## config.mk

```make
export PLATFORM = sky130hd
export DESIGN_NAME = mem_scan_master_flat
export DESIGN_NICKNAME = d
export VERILOG_FILES = /design/src/rtl/mem_scan_if.sv /design/src/rtl/mem_scan_master.sv /design/src/flat_wrapper.sv
export SDC_FILE = /design/constraint.sdc
export NUM_CORES = 1
export LEC_CHECK = 0
export ABC_AREA = 1
export BUFFER_PORTS_ARGS = -buffer_cell sky130_fd_sc_hd__clkbuf_2
export CAP_MARGIN = 20
export CORE_ASPECT_RATIO = 0.7
export CORE_UTILIZATION = 30
export DETAILED_ROUTE_END_ITERATION = 7
export REMOVE_ABC_BUFFERS = 1
export SLEW_MARGIN = 20
export SYNTH_ARGS = -nofsm -noshare
export SYNTH_HDL_FRONTEND = slang
export SYNTH_SLANG_ARGS = --single-unit
```

## constraint.sdc

```tcl
create_clock -name clock -period 1.6 [get_ports clock]
set_input_delay 0 -clock clock [delete_from_list [all_inputs] [get_ports clock]]
set_output_delay 0 -clock clock [all_outputs]
set_load 0.005 [all_outputs]
```

## src/rtl/mem_scan_if.sv

```systemverilog
// Memory-port bundle between the scan master and a single-port data memory.
// Reads are combinational: memReadData follows address in the same cycle.
interface mem_scan_if #(
  parameter int ADDR_W = 8,
  parameter int DATA_W = 8
);
  logic              memRead;
  logic              memWrite;
  logic [ADDR_W-1:0] address;
  logic [DATA_W-1:0] memWriteData;
  logic [DATA_W-1:0] memReadData;

  modport master (
    output memRead,
    output memWrite,
    output address,
    output memWriteData,
    input  memReadData
  );

  modport slave (
    input  memRead,
    input  memWrite,
    input  address,
    input  memWriteData,
    output memReadData
  );
endinterface

```

## src/rtl/mem_scan_master.sv

```systemverilog
// Scans count words from baseAddr, accumulating sum, maximum and the offset of its
// first occurrence, then writes max and offset to resultAddr / resultAddr+1.
module mem_scan_master #(
  parameter int ADDR_W = 8,
  parameter int DATA_W = 8
) (
  input  logic              clock,
  input  logic              reset,
  input  logic              start,
  input  logic [ADDR_W-1:0] baseAddr,
  input  logic [7:0]        count,
  input  logic [ADDR_W-1:0] resultAddr,
  mem_scan_if.master        bus,
  output logic              busy,
  output logic              done,
  output logic [DATA_W-1:0] maxValue,
  output logic [7:0]        maxIndex,
  output logic [15:0]       sum
);

  typedef enum logic [2:0] {
    IDLE   = 3'd0,
    READ   = 3'd1,
    WR_MAX = 3'd2,
    WR_IDX = 3'd3,
    DONE   = 3'd4
  } state_t;

  state_t            state;
  state_t            state_nxt;
  logic [ADDR_W-1:0] ptr;
  logic [ADDR_W-1:0] base_q;
  logic [ADDR_W-1:0] res_q;
  logic [7:0]        remaining;
  logic [ADDR_W-1:0] offset;
  logic              first_word;

  // count never exceeds 255, so ptr cannot come back round to base_q mid-scan
  assign offset     = ptr - base_q;
  assign first_word = (ptr == base_q);

  always_ff @(posedge clock) begin
    if (reset) state <= IDLE;
    else       state <= state_nxt;
  end

  always_comb begin
    state_nxt = state;
    unique case (state)
      IDLE:    if (start) state_nxt = (count == 8'd0) ? DONE : READ;
      READ:    if (remaining == 8'd1) state_nxt = WR_MAX;
      WR_MAX:  state_nxt = WR_IDX;
      WR_IDX:  state_nxt = DONE;
      DONE:    state_nxt = IDLE;
      default: state_nxt = IDLE;
    endcase
  end

  always_comb begin
    bus.memRead      = 1'b0;
    bus.memWrite     = 1'b0;
    bus.address      = '0;
    bus.memWriteData = '0;
    unique case (state)
      READ: begin
        bus.memRead = 1'b1;
        bus.address = ptr;
      end
      WR_MAX: begin
        bus.memWrite     = 1'b1;
        bus.address      = res_q;
        bus.memWriteData = maxValue;
      end
      WR_IDX: begin
        bus.memWrite     = 1'b1;
        bus.address      = res_q + 1'b1;
        bus.memWriteData = DATA_W'(maxIndex);
      end
      default: ;
    endcase
  end

  assign busy = (state != IDLE);
  assign done = (state == DONE);

  // Scan registers; results hold after DONE until the next accepted start
  always_ff @(posedge clock) begin
    if (reset) begin
      ptr       <= '0;
      base_q    <= '0;
      res_q     <= '0;
      remaining <= '0;
      sum       <= '0;
      maxValue  <= '0;
      maxIndex  <= '0;
    end else begin
      unique case (state)
        IDLE: begin
          if (start) begin
            ptr       <= baseAddr;
            base_q    <= baseAddr;
            res_q     <= resultAddr;
            remaining <= count;
            sum       <= '0;
            maxValue  <= '0;
            maxIndex  <= '0;
          end
        end
        READ: begin
          sum <= sum + 16'(bus.memReadData);
          if (first_word || (bus.memReadData > maxValue)) begin
            maxValue <= bus.memReadData;
            maxIndex <= offset[7:0];
          end
          ptr       <= ptr + 1'b1;
          remaining <= remaining - 8'd1;
        end
        default: ;
      endcase
    end
  end

endmodule

```

## src/flat_wrapper.sv

```systemverilog
// flat-port wrapper written by rule: the top's interface ports become plain ports
module mem_scan_master_flat 
#(
  parameter int ADDR_W = 8,
  parameter int DATA_W = 8
)
  (clock, reset, start, baseAddr, count, resultAddr, busy, done, maxValue, maxIndex, sum, bus_memRead, bus_memWrite, bus_address, bus_memWriteData, bus_memReadData);
  mem_scan_if #(.ADDR_W(ADDR_W), .DATA_W(DATA_W)) bus_i ();
  input  logic clock;
  input  logic reset;
  input  logic start;
  input  logic [ADDR_W-1:0] baseAddr;
  input  logic [7:0] count;
  input  logic [ADDR_W-1:0] resultAddr;
  output logic busy;
  output logic done;
  output logic [DATA_W-1:0] maxValue;
  output logic [7:0] maxIndex;
  output logic [15:0] sum;
  output wire logic [$bits(bus_i.memRead)-1:0] bus_memRead;
  output wire logic [$bits(bus_i.memWrite)-1:0] bus_memWrite;
  output wire logic [$bits(bus_i.address)-1:0] bus_address;
  output wire logic [$bits(bus_i.memWriteData)-1:0] bus_memWriteData;
  input wire logic [$bits(bus_i.memReadData)-1:0] bus_memReadData;
  assign bus_memRead = bus_i.memRead;
  assign bus_memWrite = bus_i.memWrite;
  assign bus_address = bus_i.address;
  assign bus_memWriteData = bus_i.memWriteData;
  assign bus_i.memReadData = bus_memReadData;
  mem_scan_master #(.ADDR_W(ADDR_W), .DATA_W(DATA_W)) u_core (.clock(clock), .reset(reset), .start(start), .baseAddr(baseAddr), .count(count), .resultAddr(resultAddr), .bus(bus_i), .busy(busy), .done(done), .maxValue(maxValue), .maxIndex(maxIndex), .sum(sum));
endmodule
```

==> impl_metrics.csv, run 1 <==
group,metric,value,unit
route,wl_met3,833,um
route,wire_per_inst,14.3,um
placed_design,globalplace.congestion,0.831,
synth,ys_seq_area_frac,0.309,
placed_design,dp_hpwl,9910,um
route,drtIter0Drc,269,
timing,period_needed,1690,ps
floorplanning,io_pins,87,
cts,cts_max_level,3,
timing,maxSlewViolCount,0,
floorplanning,rows,36,
floorplanning,dieArea,14900,um2
worst_hold_path,hp-class,"input pin to register",
timing,rsz0062_at_grt,"yes",
critical_path,cp-end-kind,"register",
grt,grt_max_degree,25,
power_and_ir_drop,leakagePower,3.13,nW
grt,grt_pass1_wl,22500,um
power_and_ir_drop,pwr_density_cell,1600,nW/um2
timing,whs,0.609,ps
critical_path,worstSetupPathType,"register to register",
power_and_ir_drop,vdd_drop_max,0.741,mV
cts,cts.sinks,67,
route,vias,4988,
synth,synth.area.top_cells,"dfxtp_1, nand2_1, ha_1",
synth,ys_seq_elements,67,
timing,fmax,593,MHz
finish,syn2layout_area_growth,59.3,%
cts,cts_buffer_depth,2,
route,top_layer_used,"met4",
placed_design,place_ws,-105,ps
finish,drive_gt1_frac,0.427,
finish,final_cell_mix,"nand2_1, clkbuf_2, buf_4",
critical_path,cp.arrival,1910,ps
grt,track_usage,0.190,
synth,yosysTopAreaCell,"dfxtp_1",
synth,yosys_warnings,0,
critical_path,startpoint_type,"register",
floorplanning,coreArea,14000,um2
outcome,violations,"negative setup slack",
finish,layout_commonest_cell,"nand2_1",
critical_path,reg2reg_setup_slack,-90,ps
route,drc,0,
timing,maxSlewHeadroom,0.725,
floorplanning,start_util,0.309,
route,final_antenna_net_count,0,
timing,finalHoldViolations,0,
outcome,outcome,"finished with violations",
timing,post-route-period-util,1.05,
critical_path,slowest_stage,"ha_1",
critical_path,cp_data_required_time,1820,ps
timing,finalSetupViolCount,19,
timing,fin_skew,4.82,ps
flow_run,cap_violations,0,
route,wirelength_met1,7250,um
grt,grt_antenna_before_repair,0,
critical_path,worstPathCellList,"ha_1 > a21oi_1 > nand3_4 > buf_4 > o21ai_0 > a21oi_1",
cts,root_buffer,"clkbuf_16",
timing,timing.final.ws_setup,-87.7,ps
route,routed_wl,14700,um
cts,cts_buffers,9,
critical_path,cp_common_cell,"a21oi_1",
route,first_pass_iters,4,
cts,cts_tree,"done",
finish,insertedDiodeCount,0,
grt,grt_pass1_vias,4539,
timing,worst_pin_slew,409,ps
critical_path,cpPeakStageDelay,330,ps
floorplanning,die_x,146,um
synth,yosysTopAreaCellShare,0.309,
cts,clock_latency,340,ps
synth,ys_types,38,
synth,avgSynthCellArea,6.67,um2
synth,syn-cell-area,4340,um2
finish,fin_nets,895,
placed_design,numPortBuffers,86,
grt,grt_overflow,0,
cts,cts.clk_slew.worst_paths,60,ps
route,met2_length,6440,um
critical_path,critPathMaxFanout,5,
route,avgViaCountPerCell,4.86,
floorplanning,die_h,103,um
synth,synth_cells,650,
timing,tns,-604,ps
==> critical path: cells and delay by family, from the launching register on <==
kind | cells | cell delay [ps]
AOI/OAI and AO/OA | 3 | 650
DFF | 1 | 310
and+or+nand+nor | 1 | 130
buffers and inverters | 1 | 160
adders and majority gates | 1 | 330
==> layer usage <==
layer  vias to the layer above  global-route usage
met5                         -                   0
li1                       2512                   -
met2                       128               0.297
met3                        18              0.0363
met4                         0              0.0462
met1                      2330               0.271
==> path summary, 6_finish.rpt <==
kind / startpoint / end / cells after the start
max: u_core.sum[5]$_SDFFE_PP0P_ / u_core.sum[6]$_SDFFE_PP0P_ / 6
min reg2reg: u_core.base_q[6]$_SDFFE_PP0P_ / u_core.base_q[6]$_SDFFE_PP0P_ / 2
min: count[2] / u_core.remaining[2]$_SDFFE_PP0P_ / 5
max reg2reg: u_core.sum[5]$_SDFFE_PP0P_ / u_core.sum[6]$_SDFFE_PP0P_ / 6
==> synth_stat cells <==
cell type / instances
o22ai_1: 8
o21ai_0: 31
a21oi_2: 6
a21boi_0: 1
o21bai_1: 1
xnor2_1: 2
fa_1: 2
o31ai_1: 3
o221ai_1: 7
a21o_1: 3
inv_1: 89
or2_2: 2
buf_1: 1
nand2_2: 3
dfxtp_1: 67
a22oi_1: 4
buf_6: 4
o211ai_1: 7
nor2_2: 3
nand3_4: 1
inv_2: 6
nand3_1: 45
nand4_1: 6
a31oi_1: 7
buf_4: 3
clkbuf_1: 8
nand3b_1: 2
nand2_1: 157
nor3_1: 9
a21oi_1: 61
or2_0: 1
nand2_4: 3
buf_2: 10
a211oi_1: 2
nor3_4: 1
xor2_1: 3
ha_1: 27
nor2_1: 54
==> cell type report <==
| class | instances | area (um2) |
|---|---|---|
| well taps | 190 | 238 |
| clock inverters | 4 | 72.6 |
| repair buffers | 194 | 1440 |
| flip-flops and latches | 67 | 1380 |
| inverters | 95 | 367 |
| clock buffers | 12 | 256 |
| fillers | 1357 | 7100 |
| multi-input cells | 464 | 3160 |
==> kinds of logic (layout without fill, tap and decap cells) <==
kind of cell             after synthesis  after routing  synth area share
AND/OR/NAND/NOR                      287            289             0.286
buffers and inverters                121            305             0.117
AO/OA/AOI/OAI                        141            141             0.190
flip-flops                            67             67             0.309
XOR/XNOR                               5              5            0.0101
adder cells (fa/ha/maj)               29             29            0.0872
==> report_power, final <==
part	internal, mW	switching (mW)	leakage, nW	total (mW)
registers	2.13	0.360	0.559	2.49
logic	2.82	3.54	2.42	6.36
clock network	1.45	0.772	0.159	2.22
==> sequential cells by signal, indices dropped and copies added (netlist names) <==
| signal | cells |
|---|---|
| u_core.sum | 16 |
| u_core.maxIndex | 8 |
| u_core.ptr | 8 |
| u_core.remaining | 8 |
| u_core.res_q | 8 |
| u_core.state | 3 |
| u_core.maxValue | 8 |
| u_core.base_q | 8 |
==> metrics by stage <==
step                std cells   util  total power, mW  area [um2]
floorplan                 624      -             5.15        4180
global placement          965  0.385             7.11        5390
detailed placement        965  0.385             7.14        5390
CTS                      1015  0.448             9.93        6270
global route             1026  0.493             11.9        6910
finish                   1026  0.493             11.1        6910
==> timing repair <==
item,4_1_cts,5_1_grt
endpoints found under the setup margin,49,50
resized for setup,71,131
buffers inserted,12,9
hold buffers,23,0
endpoints found under the hold margin,24,0
gates cloned,0,3
pin swaps,17,57
No activity file was read; power rests on OpenSTA's default activity.
==> inputs of run 2 (changes only) <==
CORE_UTILIZATION = 47   (was 30)
PLACE_DENSITY = 0.73   (was not set)
TNS_END_PERCENT = 50   (was not set)
==> impl_metrics.csv, run 2 (synthesis gave the netlist of run 1 again) <==
group,metric,value,unit
outcome,outcome,"finished with violations",
outcome,violations,"negative setup slack",
cts,cts.sinks,67,
placed_design,place_area,5140,um2
cts,root_buffer,"clkbuf_16",
route,wire_per_inst,17.9,um
worst_hold_path,whs_path_depth,5,
worst_hold_path,hold_end,"u_core.base_q[2]$_SDFFE_PP0P_",
critical_path,critPathBufInv,2,
power_and_ir_drop,leakagePower,2.99,nW
critical_path,cp-end-kind,"register",
critical_path,reg2reg_depth,11,
cts,cts_buffer_depth,2,
critical_path,startpoint_type,"input pin",
timing,worst_pin_slew,418,ps
finish,drive_gt1_frac,0.420,
finish,final_cell_mix,"nand2_1, clkbuf_2, inv_1",
critical_path,cp_data_required_time,1870,ps
floorplanning,io_pins,87,
cts,cts_tree,"done",
timing,maxSlewHeadroom,0.721,
timing,period_needed,1870,ps
critical_path,r2r-start,"u_core.maxValue[6]$_SDFFE_PP0P_",
finish,syn2layout_area_growth,53.3,%
finish,fin_nets,880,
grt,grt_util_met3,0.0796,
floorplanning,dieArea,9620,um2
timing,post-route-period-util,1.17,
grt,met1_usage,0.383,
placed_design,globalplace.congestion,0.873,
grt,grt_overflow,0,
timing,rsz0062_at_grt,"yes",
placed_design,dp_hpwl,9290,um
grt,grt_max_degree,25,
critical_path,reg2reg_setup_slack,-250,ps
timing,timing.final.ws_setup,-272,ps
cts,clock_latency,350,ps
finish,largest_reg_flops,16,
timing,finalHoldViolations,0,
finish,finish.instance_area,6650,um2
timing,maxSlewViolCount,0,
cts,cts_max_level,3,
critical_path,worstPathCellList,"dlygate4sd3_1 > clkbuf_2 > ha_1 > nand2_2 > a21oi_2 > nor2_1 > nand2_1 > nand2_2 > nand2_8 > nand2_4 > nand2_1 > a21oi_1",
critical_path,critPathMaxFanout,6,
placed_design,place_ws,-136,ps
route,final_antenna_net_count,0,
grt,grt-busiest-layer,"met2",
floorplanning,coreArea,8690,um2
critical_path,cp.arrival,2140,ps
route,routed_wl,16800,um
grt,grt_util_met2,0.488,
route,drtIter0Drc,555,
finish,layout_commonest_cell,"nand2_1",
route,avgViaCountPerCell,5.85,
grt,grt_pass1_vias,4562,
floorplanning,die_x,117,um
critical_path,cpPeakStageDelay,540,ps
power_and_ir_drop,vdd_drop_max,0.963,mV
grt,track_usage,0.298,
grt,grt_pass1_wl,21700,um
grt,grt_antenna_before_repair,0,
cts,cts.clk_slew.worst_paths,60,ps
critical_path,slowest_stage,"dlygate4sd3_1",
cts,cts_buffers,9,
route,first_pass_iters,5,
placed_design,numPortBuffers,86,
finish,largest_register,"u_core.sum",
worst_hold_path,hp-class,"input pin to register",
timing,finalSetupViolCount,35,
timing,fmax,534,MHz
critical_path,critPathTopFamily,"simple AND/OR/NAND/NOR gates",
critical_path,worstSetupPathType,"input pin to register",
floorplanning,rows,28,
route,vias,5504,
flow_run,cap_violations,0,
route,drc,0,
power_and_ir_drop,pwr_density_cell,1650,nW/um2
floorplanning,start_util,0.499,
timing,fin_skew,7.03,ps
worst_hold_path,hp-start,"baseAddr[2]",
floorplanning,die_h,82.4,um
critical_path,reg2reg_to,"u_core.maxIndex[3]$_SDFFE_PP0P_",
finish,insertedDiodeCount,0,
run 2: cell type report:
type	instances	area, um2
clock buffer	11	243
clock inverter	5	52.6
fill	575	2040
inverter	95	367
multi-input combinational	465	3210
sequential	67	1380
tap	120	150
timing repair buffer	177	1230
timing repair inverter	1	7.51
run 2: worst max-delay path by stage:
| stage | cells after the start | start | to |
|---|---|---|---|
| 6_report | 12 | bus_memReadData[6] | u_core.maxIndex[3]$_SDFFE_PP0P_ |
| 4_1_cts | 9 | u_core.res_q[2]$_SDFFE_PP0P_ | bus_address[7] |
| 3_3_place_gp | 11 | u_core.ptr[0]$_SDFFE_PP0P_ | u_core.maxIndex[4]$_SDFFE_PP0P_ |
| 3_5_place_dp | 11 | u_core.ptr[0]$_SDFFE_PP0P_ | u_core.maxIndex[4]$_SDFFE_PP0P_ |
| 5_1_grt | 12 | bus_memReadData[6] | u_core.maxIndex[3]$_SDFFE_PP0P_ |
| 2_1_floorplan | 7 | u_core.state[0]$_SDFFE_PP0P_ | u_core.maxIndex[5]$_SDFFE_PP0P_ |
run 2: tightest hold or removal path: cells and delay by family:
| family | cells | cell delay, ps |
|---|---|---|
| and+or+nand+nor | 1 | 40 |
| AOI/OAI and AO/OA | 1 | 70 |
| buffers and inverters | 3 | 210 |
run 2: layer usage:
metal | wire length (um) | vias up
li1 | - | 2476
met1 | 6680 | 2544
met2 | 7670 | 377
met3 | 1680 | 107
met4 | 818 | 0
met5 | 0 | -
run 2: timing repair:
item / 4_1_cts / 5_1_grt
pin swaps: 14 / 50
gates resized for setup: 50 / 165
setup endpoints to repair: 38 / 60
hold buffers: 25 / 0
endpoints found under the hold margin: 26 / 0
cloned: 1 / 3
buffers inserted: 8 / 11
run 2: report_power, final:
part	leakage (nW)	switching, mW	internal [mW]
Clock	0.145	0.786	1.24
Sequential	0.561	0.433	2.14
Combinational	2.28	3.74	2.63
run 2: metrics by stage:
step | total power [mW] | utilization | instances | setup TNS, ps | hold slack (ps)
after global placement | 6.69 | 0.592 | 880 | -302 | 273
after CTS | 9.23 | 0.680 | 930 | -984 | 1.36
final | 11.0 | 0.765 | 941 | -4460 | 14.1
after floorplan | 5.15 | - | 624 | -24450 | 62.4
after detailed placement | 6.84 | 0.592 | 880 | -1340 | 281
after global routing | 11.5 | 0.765 | 941 | -7070 | 38.7
==> inputs of run 3 (changes only) <==
CAP_MARGIN = 40   (was 20)
CORE_ASPECT_RATIO = not set   (was 0.7)
==> impl_metrics.csv, run 3 (synthesis gave the netlist of run 1 again) <==
group,metric,value,unit
outcome,outcome,"finished with violations",
outcome,violations,"design-rule violations, negative hold slack, negative setup slack",
cts,cts.clk_slew.worst_paths,80,ps
placed_design,dp_hpwl,8890,um
floorplanning,dieArea,9610,um2
timing,maxSlewHeadroom,0.701,
critical_path,r2r-start,"u_core.maxValue[7]$_SDFFE_PP0P_",
cts,cts.sinks,67,
critical_path,critPathMaxFanout,5,
route,final_antenna_net_count,0,
finish,syn2layout_area_growth,48.4,%
timing,fin_skew,12.9,ps
worst_hold_path,hp-class,"input pin to register",
placed_design,numPortBuffers,86,
finish,largest_reg_flops,16,
timing,tns,-6620,ps
flow_run,cap_violations,0,
timing,maxSlewViolCount,0,
floorplanning,start_util,0.492,
floorplanning,die_x,98.0,um
power_and_ir_drop,p_clk_frac,0.122,
finish,insertedDiodeCount,0,
cts,cts_tree,"done",
floorplanning,die_h,98.0,um
critical_path,reg2reg_to,"u_core.maxIndex[4]$_SDFFE_PP0P_",
critical_path,startpoint_type,"register",
power_and_ir_drop,leakagePower,2.96,nW
grt,grt_max_degree,32,
critical_path,reg2reg_setup_slack,-260,ps
route,drtIter0Drc,360,
timing,finalHoldViolations,1,
finish,largest_register,"u_core.sum",
route,drc,3,
timing,timing.final.ws_setup,-264,ps
timing,period_needed,1860,ps
timing,post-route-period-util,1.16,
timing,rsz0062_at_grt,"yes",
finish,drive_gt1_frac,0.387,
power_and_ir_drop,power,10.2,mW
finish,multi_input_area,3040,um2
power_and_ir_drop,vdd_drop_max,0.832,mV
grt,grt_overflow,0,
cts,cts_max_level,3,
worst_hold_path,hold_end,"u_core.maxValue[1]$_SDFFE_PP0P_",
finish,fin_nets,889,
grt,track_usage,0.293,
cts,root_buffer,"clkbuf_8",
timing,whs,-3.88,ps
floorplanning,coreArea,8810,um2
finish,ff_latch_area,1370,um2
finish,final_cells,938,
worst_hold_path,hp-start,"bus_memReadData[1]",
route,first_pass_iters,7,
power_and_ir_drop,p_switching,4.76,mW
critical_path,cp_data_required_time,1890,ps
critical_path,reg2reg_depth,13,
route,wire_per_inst,17.2,um
cts,cts_buffers,9,
grt,grt_pass1_wl,22700,um
placed_design,globalplace.congestion,0.892,
grt,grt_pass1_vias,4947,
finish,final_cell_mix,"nand2_1, clkbuf_2, inv_1",
floorplanning,rows,34,
critical_path,cp-end-kind,"register",
timing,worst_pin_slew,447,ps
route,vias,5357,
power_and_ir_drop,sw_frac_of_total,0.467,
power_and_ir_drop,power_frac_seq,0.247,
critical_path,cp.arrival,2160,ps
cts,cts_buffer_depth,2,
route,avgViaCountPerCell,5.71,
worst_hold_path,whs_path_depth,3,
route,routed_wl,16100,um
floorplanning,io_pins,87,
finish,fill_cells,631,
timing,fmax,537,MHz
power_and_ir_drop,pwr_density_cell,1580,nW/um2
placed_design,dp.cells,867,
cts,clock_latency,360,ps
critical_path,worstSetupPathType,"register to register",
grt,grt_antenna_before_repair,0,
finish,layout_commonest_cell,"nand2_1",
power_and_ir_drop,comb_power_share,0.631,
power_and_ir_drop,p_int,5.42,mW
timing,finalSetupViolCount,57,
[run 3: changes by cell type in the layout (fill, tap and decap cells not counted), moves of 6 or more]
cell       change
ha_4           -6
nand3_1       +13
nand3_2        -9
clkbuf_8       +8
clkbuf_2       +8
clkbuf_16      -9
[run 3: metal layers]
metal | global-route usage | part of all wire
met1 | 0.361 | 0.38
met2 | 0.503 | 0.48
met3 | 0.0322 | 0.081
met4 | 0.154 | 0.054
met5 | 0 | 0
[run 3: worst max-delay path by stage]
stage                                    start                               to  slack [ps]
2_1_floorplan     u_core.state[0]$_SDFFE_PP0P_  u_core.maxIndex[5]$_SDFFE_PP0P_        -650
3_3_place_gp        u_core.ptr[0]$_SDFFE_PP0P_  u_core.maxIndex[4]$_SDFFE_PP0P_         -60
3_5_place_dp        u_core.ptr[0]$_SDFFE_PP0P_  u_core.maxIndex[4]$_SDFFE_PP0P_        -150
4_1_cts           u_core.res_q[2]$_SDFFE_PP0P_                   bus_address[7]        -110
5_1_grt        u_core.maxValue[5]$_SDFFE_PP0P_  u_core.maxIndex[4]$_SDFFE_PP0P_        -320
6_report       u_core.maxValue[7]$_SDFFE_PP0P_  u_core.maxIndex[4]$_SDFFE_PP0P_        -260
[run 3: through the flow]
stage | cell area [um2] | utilization | worst slack [ps] | hold slack (ps)
3_3_place_gp | 5140 | 0.584 | -62.3 | 277
6_report | 6430 | 0.731 | -264 | -3.88
3_5_place_dp | 5140 | 0.584 | -149 | 283
2_1_floorplan | 4180 | - | -654 | 62.4
5_1_grt | 6430 | 0.731 | -319 | 5.86
4_1_cts | 6110 | 0.694 | -109 | 24.5
[run 3: cell type report]
type,instances,share of cell area
Multi-Input combinational cell,465,0.472
Sequential cell,67,0.213
Timing Repair Buffer,186,0.212
Inverter,95,0.0566
Clock buffer,13,0.0216
Tap cell,108,0.0210
Clock inverter,3,0.00233
Timing Repair inverter,1,0.00117
[run 3: power groups by stage]
stage,combinational (mW),clock (mW),sequential [mW]
after floorplan,2.72,0,2.43
after global placement,4.34,0,2.41
after detailed placement,4.43,0,2.43
after CTS,5.46,1.23,2.45
after global routing,6.85,1.31,2.56
final,6.42,1.24,2.52
[run 3: worst max-delay path, stage by stage, from the launching register on]
cell and delay (ps):
dfxtp_2 340, inv_1 80, ha_4 300, nand2_2 80, nor2_2 140, nand2_1 90
nand2_1 90, nand2_2 70, nand2_4 110, buf_12 130, nand2_8 70, nand2_4 90
nand2_2 50, nor2_2 140
[run 3: what timing repair did]
item                                   in CTS  in global routing
hold buffers                               27                  0
setup endpoints to repair                  43                 61
pin swaps                                  24                 32
resized for setup                          88                 82
endpoints found under the hold margin      28                  0
cloned                                      4                  1
buffers inserted                           19                  4
